[config.mk]
export PLATFORM = sky130hd
export DESIGN_NAME = input_conditioner_flat
export DESIGN_NICKNAME = d
export VERILOG_FILES = /design/src/rtl/input_conditioner_if.sv /design/src/rtl/input_conditioner.sv /design/src/flat_wrapper.sv
export SDC_FILE = /design/constraint.sdc
export NUM_CORES = 1
export LEC_CHECK = 0
export BUFFER_PORTS_ARGS = -buffer_cell sky130_fd_sc_hd__buf_2
export CAP_MARGIN = 30
export CORE_AREA = 2 2 39 41
export CTS_CLUSTER_DIAMETER = 120
export CTS_CLUSTER_SIZE = 20
export DETAILED_ROUTE_END_ITERATION = 16
export DIE_AREA = 0 0 41 43
export GPL_ROUTABILITY_DRIVEN = 0
export PLACE_DENSITY_LB_ADDON = 0.3
export SLEW_MARGIN = 10
export SYNTH_ARGS = -nofsm -noshare
export SYNTH_HDL_FRONTEND = slang
export SYNTH_SLANG_ARGS = --single-unit
[constraint.sdc]
create_clock -name inputClk -period 1.7 [get_ports inputClk]
set_clock_uncertainty 0.1 [all_clocks]
set_input_delay 0.085 -clock inputClk [delete_from_list [all_inputs] [get_ports inputClk]]
set_output_delay 0.085 -clock inputClk [all_outputs]
set_load 0.05 [all_outputs]
[src/rtl/input_conditioner_if.sv]
// ----------------------------------------------------------------------------
// input_conditioner_if
//   Groups the raw inputs and the conditioned outputs of input_conditioner.
//   Clock and reset are not carried here; they stay plain ports on the block.
//
//   Signals
//     inputI       raw, asynchronous I level
//     inputS       raw, asynchronous S level
//     outputI      debounced I level
//     outputS      debounced S level
//     outputIRise  one-cycle pulse on each accepted 0->1 transition of outputI
//     outputSRise  one-cycle pulse on each accepted 0->1 transition of outputS
//
//   Modports
//     master  the side that drives the raw pins and consumes the clean levels
//     slave   the conditioner itself
//
//   There is no valid/ready handshake on this interface: the raw inputs are
//   free-running levels, and every output is a registered level or pulse that
//   is valid on every cycle.
// ----------------------------------------------------------------------------
interface input_conditioner_if;
    logic inputI;
    logic inputS;
    logic outputI;
    logic outputS;
    logic outputIRise;
    logic outputSRise;

    modport master (
        output inputI,
        output inputS,
        input  outputI,
        input  outputS,
        input  outputIRise,
        input  outputSRise
    );

    modport slave (
        input  inputI,
        input  inputS,
        output outputI,
        output outputS,
        output outputIRise,
        output outputSRise
    );
endinterface

[src/rtl/input_conditioner.sv]
// ----------------------------------------------------------------------------
// input_conditioner
//   Cleans the raw I and S inputs before they reach the control FSM. Each
//   channel has a 2-FF synchronizer, a debounce counter and a rising-edge
//   detector. The two channels are identical and independent; they share
//   only clock and reset.
//
//   Ports
//     inputClk    single system clock, all state updates on posedge
//     inputReset  synchronous reset, active-high
//     cond_if     input_conditioner_if.slave: raw inputI/inputS in,
//                 outputI/outputS levels and outputIRise/outputSRise out
//
//   Parameters
//     DEBOUNCE_CYCLES  consecutive cycles the synced input must differ from
//                      the stable level before it is accepted (>= 1)
//     RESET_LEVEL      value of the sync regs, stable levels and level
//                      outputs while in reset
//
//   A level held on the raw pin from edge k shows on the level output after
//   edge k+1+DEBOUNCE_CYCLES; the rise pulse is high in that same cycle.
// ----------------------------------------------------------------------------
module input_conditioner #(
    parameter int   DEBOUNCE_CYCLES = 4,
    parameter logic RESET_LEVEL     = 1'b0
) (
    input  logic                inputClk,
    input  logic                inputReset,
    input_conditioner_if.slave  cond_if
);

    localparam int CNT_W = $clog2(DEBOUNCE_CYCLES + 1);
    localparam logic [CNT_W-1:0] CNT_MAX = CNT_W'(DEBOUNCE_CYCLES - 1);

    if (DEBOUNCE_CYCLES < 1) begin : g_bad_param
        $error("input_conditioner: DEBOUNCE_CYCLES must be >= 1");
    end

    // Channel 0 is I, channel 1 is S.
    logic [1:0] raw_w;
    logic [1:0] level_w;
    logic [1:0] rise_w;

    assign raw_w = {cond_if.inputS, cond_if.inputI};

    for (genvar ch = 0; ch < 2; ch++) begin : g_ch
        logic             s1_q, s1_d;
        logic             s2_q, s2_d;
        logic             stable_q, stable_d;
        logic             rise_q, rise_d;
        logic [CNT_W-1:0] cnt_q, cnt_d;

        // The counter only runs while s2 disagrees with the stable level, so
        // any excursion shorter than DEBOUNCE_CYCLES drops it back to zero
        // and the counter can never pass CNT_MAX.
        always_comb begin
            s1_d     = raw_w[ch];
            s2_d     = s1_q;
            stable_d = stable_q;
            cnt_d    = '0;
            rise_d   = 1'b0;
            if (s2_q != stable_q) begin
                if (cnt_q == CNT_MAX) begin
                    stable_d = s2_q;
                    // Accepting a 1 is necessarily a 0->1 change of stable.
                    rise_d   = s2_q;
                end else begin
                    cnt_d = cnt_q + CNT_W'(1);
                end
            end
        end

        always_ff @(posedge inputClk) begin
            if (inputReset) begin
                s1_q     <= RESET_LEVEL;
                s2_q     <= RESET_LEVEL;
                stable_q <= RESET_LEVEL;
                cnt_q    <= '0;
                rise_q   <= 1'b0;
            end else begin
                s1_q     <= s1_d;
                s2_q     <= s2_d;
                stable_q <= stable_d;
                cnt_q    <= cnt_d;
                rise_q   <= rise_d;
            end
        end

        assign level_w[ch] = stable_q;
        assign rise_w[ch]  = rise_q;
    end

    assign cond_if.outputI     = level_w[0];
    assign cond_if.outputS     = level_w[1];
    assign cond_if.outputIRise = rise_w[0];
    assign cond_if.outputSRise = rise_w[1];

endmodule
[src/flat_wrapper.sv]
// flat-port wrapper written by rule: the top's interface ports become plain ports
module input_conditioner_flat 
#(
    parameter int   DEBOUNCE_CYCLES = 4,
    parameter logic RESET_LEVEL     = 1'b0
)
  (inputClk, inputReset, cond_if_inputI, cond_if_inputS, cond_if_outputI, cond_if_outputS, cond_if_outputIRise, cond_if_outputSRise);
  input_conditioner_if cond_if_i ();
  input  logic inputClk;
  input  logic inputReset;
  input wire logic [$bits(cond_if_i.inputI)-1:0] cond_if_inputI;
  input wire logic [$bits(cond_if_i.inputS)-1:0] cond_if_inputS;
  output wire logic [$bits(cond_if_i.outputI)-1:0] cond_if_outputI;
  output wire logic [$bits(cond_if_i.outputS)-1:0] cond_if_outputS;
  output wire logic [$bits(cond_if_i.outputIRise)-1:0] cond_if_outputIRise;
  output wire logic [$bits(cond_if_i.outputSRise)-1:0] cond_if_outputSRise;
  assign cond_if_i.inputI = cond_if_inputI;
  assign cond_if_i.inputS = cond_if_inputS;
  assign cond_if_outputI = cond_if_i.outputI;
  assign cond_if_outputS = cond_if_i.outputS;
  assign cond_if_outputIRise = cond_if_i.outputIRise;
  assign cond_if_outputSRise = cond_if_i.outputSRise;
  input_conditioner #(.DEBOUNCE_CYCLES(DEBOUNCE_CYCLES), .RESET_LEVEL(RESET_LEVEL)) u_core (.inputClk(inputClk), .inputReset(inputReset), .cond_if(cond_if_i));
endmodule
== Word level (Yosys, flattened, before mapping) ==
Cells that the tools add are included.
Widths: inputs -> output; s select.

* Mux-type cells: 0
* Bitwise operators: 4
* Shifts and indexed selects: 0
* Reduce and logical (&&, ||, !) cells: 6
* Div/mod/pow operators: 0
* Add/sub/neg operators: 2
* Equal/unequal tests: 4
* Multipliers: 0
* $lt $le $gt $ge: 0

{| class="wikitable"
|+ Operators with widths
! kind !! number
|-
| $reduce_or 3->1 || 4
|-
| $add 3x1->3 const B || 2
|-
| $eq 3x2->1 const B || 2
|-
| $not 1->1 || 4
|-
| $reduce_and 2->1 || 2
|-
| $ne 1x1->1 || 2
|}

* RAM bits: 0
* ROM bits: 0
* Output and inout bits: 4
* Bits of input ports: 4
* Memories: 0
* Bits in latches: 0
* Logic and storage cells: 26
* Register bits: 14

== Longest topological paths before layout ==
* Word-level depth: 3
* Mapped depth: 4
* Depth with buffers taken out: 4

== Least setup slack after synthesis ==
OpenSTA, ideal clock, no wires.

* Kind: input -> register
* From: in u_core.cond_if.outputI
* To: reg u_core.g_ch[0].cnt_q[1]
* Data required time: 1513 ps
* Setup slack: 463 ps
* Setup time: 87 ps
* Cell stages on the path: 3
* Data arrival time: 1050 ps
* Cells stage by stage: dfxtp_1 -> xnor2_1 -> nor4b_2

* Word-level cells in the longest chain between the ends: 3

{| class="wikitable"
|+ RTL lines
! item !! line !! text
|-
| from (decl) || input_conditioner_if.sv:42 || <nowiki>output outputI,</nowiki>
|-
| $ne 1x1->1 || input_conditioner.sv:62 || <nowiki>if (s2_q != stable_q) begin</nowiki>
|-
| $not 1->1 (no line) || - ||
|-
| $reduce_or 3->1 (no line) || - ||
|-
| to (signal assigned) || input_conditioner.sv:84 || <nowiki>cnt_q <= cnt_d;</nowiki>
|-
| to (decl) || input_conditioner.sv:51 || <nowiki>logic [CNT_W-1:0] cnt_q, cnt_d;</nowiki>
|}

No other way between the ends.
A chain may end at the register's enable or synchronous reset.

== Worst setup path after layout ==
* From: in u_core.g_ch[1].cnt_q[0]
* To: reg u_core.g_ch[1].cnt_q[2]

* Word-level cells in the longest chain between the ends: 2
* Elaborated cells on any way between the ends: 3
* Those cells by class: add/sub (1); eq/ne (1); reduce/logical (1)

{| class="wikitable"
|+ RTL lines
! item !! line
|-
| from (decl) || input_conditioner.sv:51
|-
| parallel branches: the longest is 2 deep, another holds $add 3x1->3 || -
|}

Parallel ways; which one is timed is not known.

==> impl_metrics.json <==
{
  "status": "finished, final reports clean",
  "most-common-layout-cells": "dfxtp_1, buf_2, nor4_1, and2b_2, ha_1",
  "start_util_pct": 36.8,
  "drt_iter0_drc": 0,
  "routed_wl_um": 609,
  "crit_type": "reg2reg",
  "grt_pass1_vias": 278,
  "synth_area_leaders": "dfxtp_1, ha_1, and2b_2",
  "firstDrtPassIters": 1,
  "fill_cells": 140,
  "seq_area_um2": 280,
  "crit_path_end": "u_core.g_ch[1].cnt_q[2]$_SDFF_PP0_",
  "r2r_setup_slack_ns": 0.48,
  "worst_ir_drop_vdd_mv": 0.511,
  "via_per_inst": 4.55,
  "crit_start": "u_core.g_ch[1].cnt_q[0]$_SDFF_PP0_",
  "ys_seq_area_share_pct": 55.0,
  "ios": 8,
  "synth-compound-area-share_pct": 0,
  "drive_gt1_share_pct": 37.3,
  "grt_max_degree": 15,
  "arrival_ns": 1.30,
  "start_kind": "flop",
  "r2r-start": "u_core.g_ch[1].cnt_q[0]$_SDFF_PP0_",
  "worst-path-max-fanout": 2,
  "dieHeight_um": 43,
  "r2r.worst_path.cells": 3,
  "clk_pin_slew_ns": 0.08,
  "antenna_found_initial": 0,
  "die_area_um2": 1760,
  "slew_headroom_pct": 79.6,
  "core-area_um2": 1380,
  "hold_path_class": "in2reg",
  "num-nets-final": 60,
  "numCtsBuffers": 3,
  "grt_overflow": 0,
  "yosysWarningCount": 0,
  "vias": 305,
  "io_buffers": 7,
  "clock-sinks": 14,
  "synth-xor-area-share_pct": 3.44,
  "syn_nets": 47,
  "tightestPinTransition_ns": 0.304,
  "multi_input_area_um2": 210,
  "leakage_uw": 0.000253,
  "synth_mux_area_share_pct": 3.93,
  "syn-cell-area_um2": 509,
  "synth_area_leader_cell": "dfxtp_1",
  "synthSimpleGateAreaFrac_pct": 24.1,
  "postCtsSetupBuffers": 0,
  "clockBufferDepth": 2,
  "hold_viol": 0,
  "cts_root_buffer": "clkbuf_4",
  "route.antenna.remaining_nets": 0,
  "cp.required_ns": 1.78,
  "synth_top_family_by_area": "simple AND/OR/NAND/NOR gates",
  "clock.fmax_mhz": 819,
  "pre_cts_ws_ns": 0.476,
  "final_common_cell": "dfxtp_1",
  "rows": 14,
  "end_kind": "flop",
  "postLayoutSetupSlackWorst_ns": 0.479,
  "slew_viol_final": 0,
  "holdWs_ns": 0.0418,
  "fin_crit_ns": 1.22,
  "synth_top_cell_area_share_pct": 55.0,
  "areaGrowthSynthToFinish_pct": 19.7,
  "timing.final.crit_share_pct": 71.8,
  "syn_inst": 39,
  "grt_pass1_wl_mm": 1.05,
  "r2r-end": "u_core.g_ch[1].cnt_q[2]$_SDFF_PP0_",
  "p_per_area_nw_per_um2": 965,
  "htreeDepth": 1,
  "syn_area_per_cell_um2": 13.1,
  "worstSkewPairLatency_ns": 0.27,
  "min_from": "inputReset",
  "dp_hpwl_um": 425,
  "synth_seq_cells": 14,
  "grt_util_all_layers_pct": 8.83,
  "maxCapViolCount": 0,
  "diodes": 0,
  "ys_types": 11,
  "rsz0062_at_grt": "false",
  "setup_viol": 0,
  "drcViolationCount": 0,
  "finalSetupTns_ns": 0,
  "cts_tree": "built",
  "wl_per_cell_um": 9.09,
  "fp.dieW_um": 41,
  "synth_fa_ha_area_share_pct": 9.83
}
-- layout make-up --
cell class / instances / area share [%]
clock buffer: 4 / 5.95
inverter: 2 / 1.23
multi-input combinational: 22 / 34.5
sequential: 14 / 46.0
tap: 16 / 3.29
timing repair buffer: 9 / 9.03
-- Yosys cell counts (all sizes together) --
cell type,number
nor4b,2
ha,4
dfxtp,14
mux2i,2
buf,1
nor4,4
xnor2,2
and4bb,2
nor2,2
and2b,4
inv,2
-- worst max-delay path: stages, from the launching register on --
cell	delay, ns
dfxtp_1	0.32
ha_1	0.20
ha_1	0.26
nor4_1	0.25
-- flip-flops by register name, summed over array words and instances (netlist names) --
signal and flops:
u_core.cond_if.outputIRise 1, u_core.g_ch.cnt_q 6, u_core.cond_if.outputI 1, u_core.cond_if.outputSRise 1, u_core.cond_if.outputS 1, u_core.g_ch.s1_q 2, u_core.g_ch.s2_q 2
-- routing by layer --
layer / vias to the layer above / GRT usage (%) / wire (um)
li1: 162 / - / -
met1: 137 / 12.0 / 327
met2: 4 / 11.3 / 258
met3: 2 / 1.57 / 14
met4: 0 / 8.00 / 8
met5: - / 0 / 0
-- logic make-up after synthesis --
family | after synthesis
XOR/XNOR | 2
adder cells (fa/ha/maj) | 4
buffers and inverters | 3
flip-flops | 14
multiplexers | 2
AND/OR/NAND/NOR | 14
-- metrics by stage --
stage          power, uW  std cells  utilization (%)  area [um2]
2_1_floorplan        358         39                -         509
4_1_cts              595         67             44.0         609
5_1_grt              612         67             44.0         609
3_3_place_gp         361         61             40.0         553
3_5_place_dp         362         61             40.0         553
6_report             588         67             44.0         609
-- worst min path at each step --
stage	to	slack, ns	depth (start not counted)
finish	u_core.cond_if.outputS$_SDFFE_PP0P_	0.04	2
global route	u_core.cond_if.outputI$_SDFFE_PP0P_	0.06	2
CTS	u_core.cond_if.outputI$_SDFFE_PP0P_	0.05	2
detailed placement	u_core.g_ch[0].s1_q$_SDFF_PP0_	0.21	2
global placement	u_core.g_ch[1].s1_q$_SDFF_PP0_	0.21	2
floorplan	u_core.g_ch[0].s1_q$_SDFF_PP0_	0.13	1
-- power breakdown --
part / total, uW / switching, uW / internal [uW]
clock network: 231 / 101 / 130
logic: 20.6 / 8.26 / 12.3
registers: 336 / 2.90 / 333
-- what timing repair did --
action,in CTS,in global routing
gates resized for setup,0,0
hold buffers,2,0
endpoints found under the hold margin,2,0
Power figures use the tool's default switching activity.
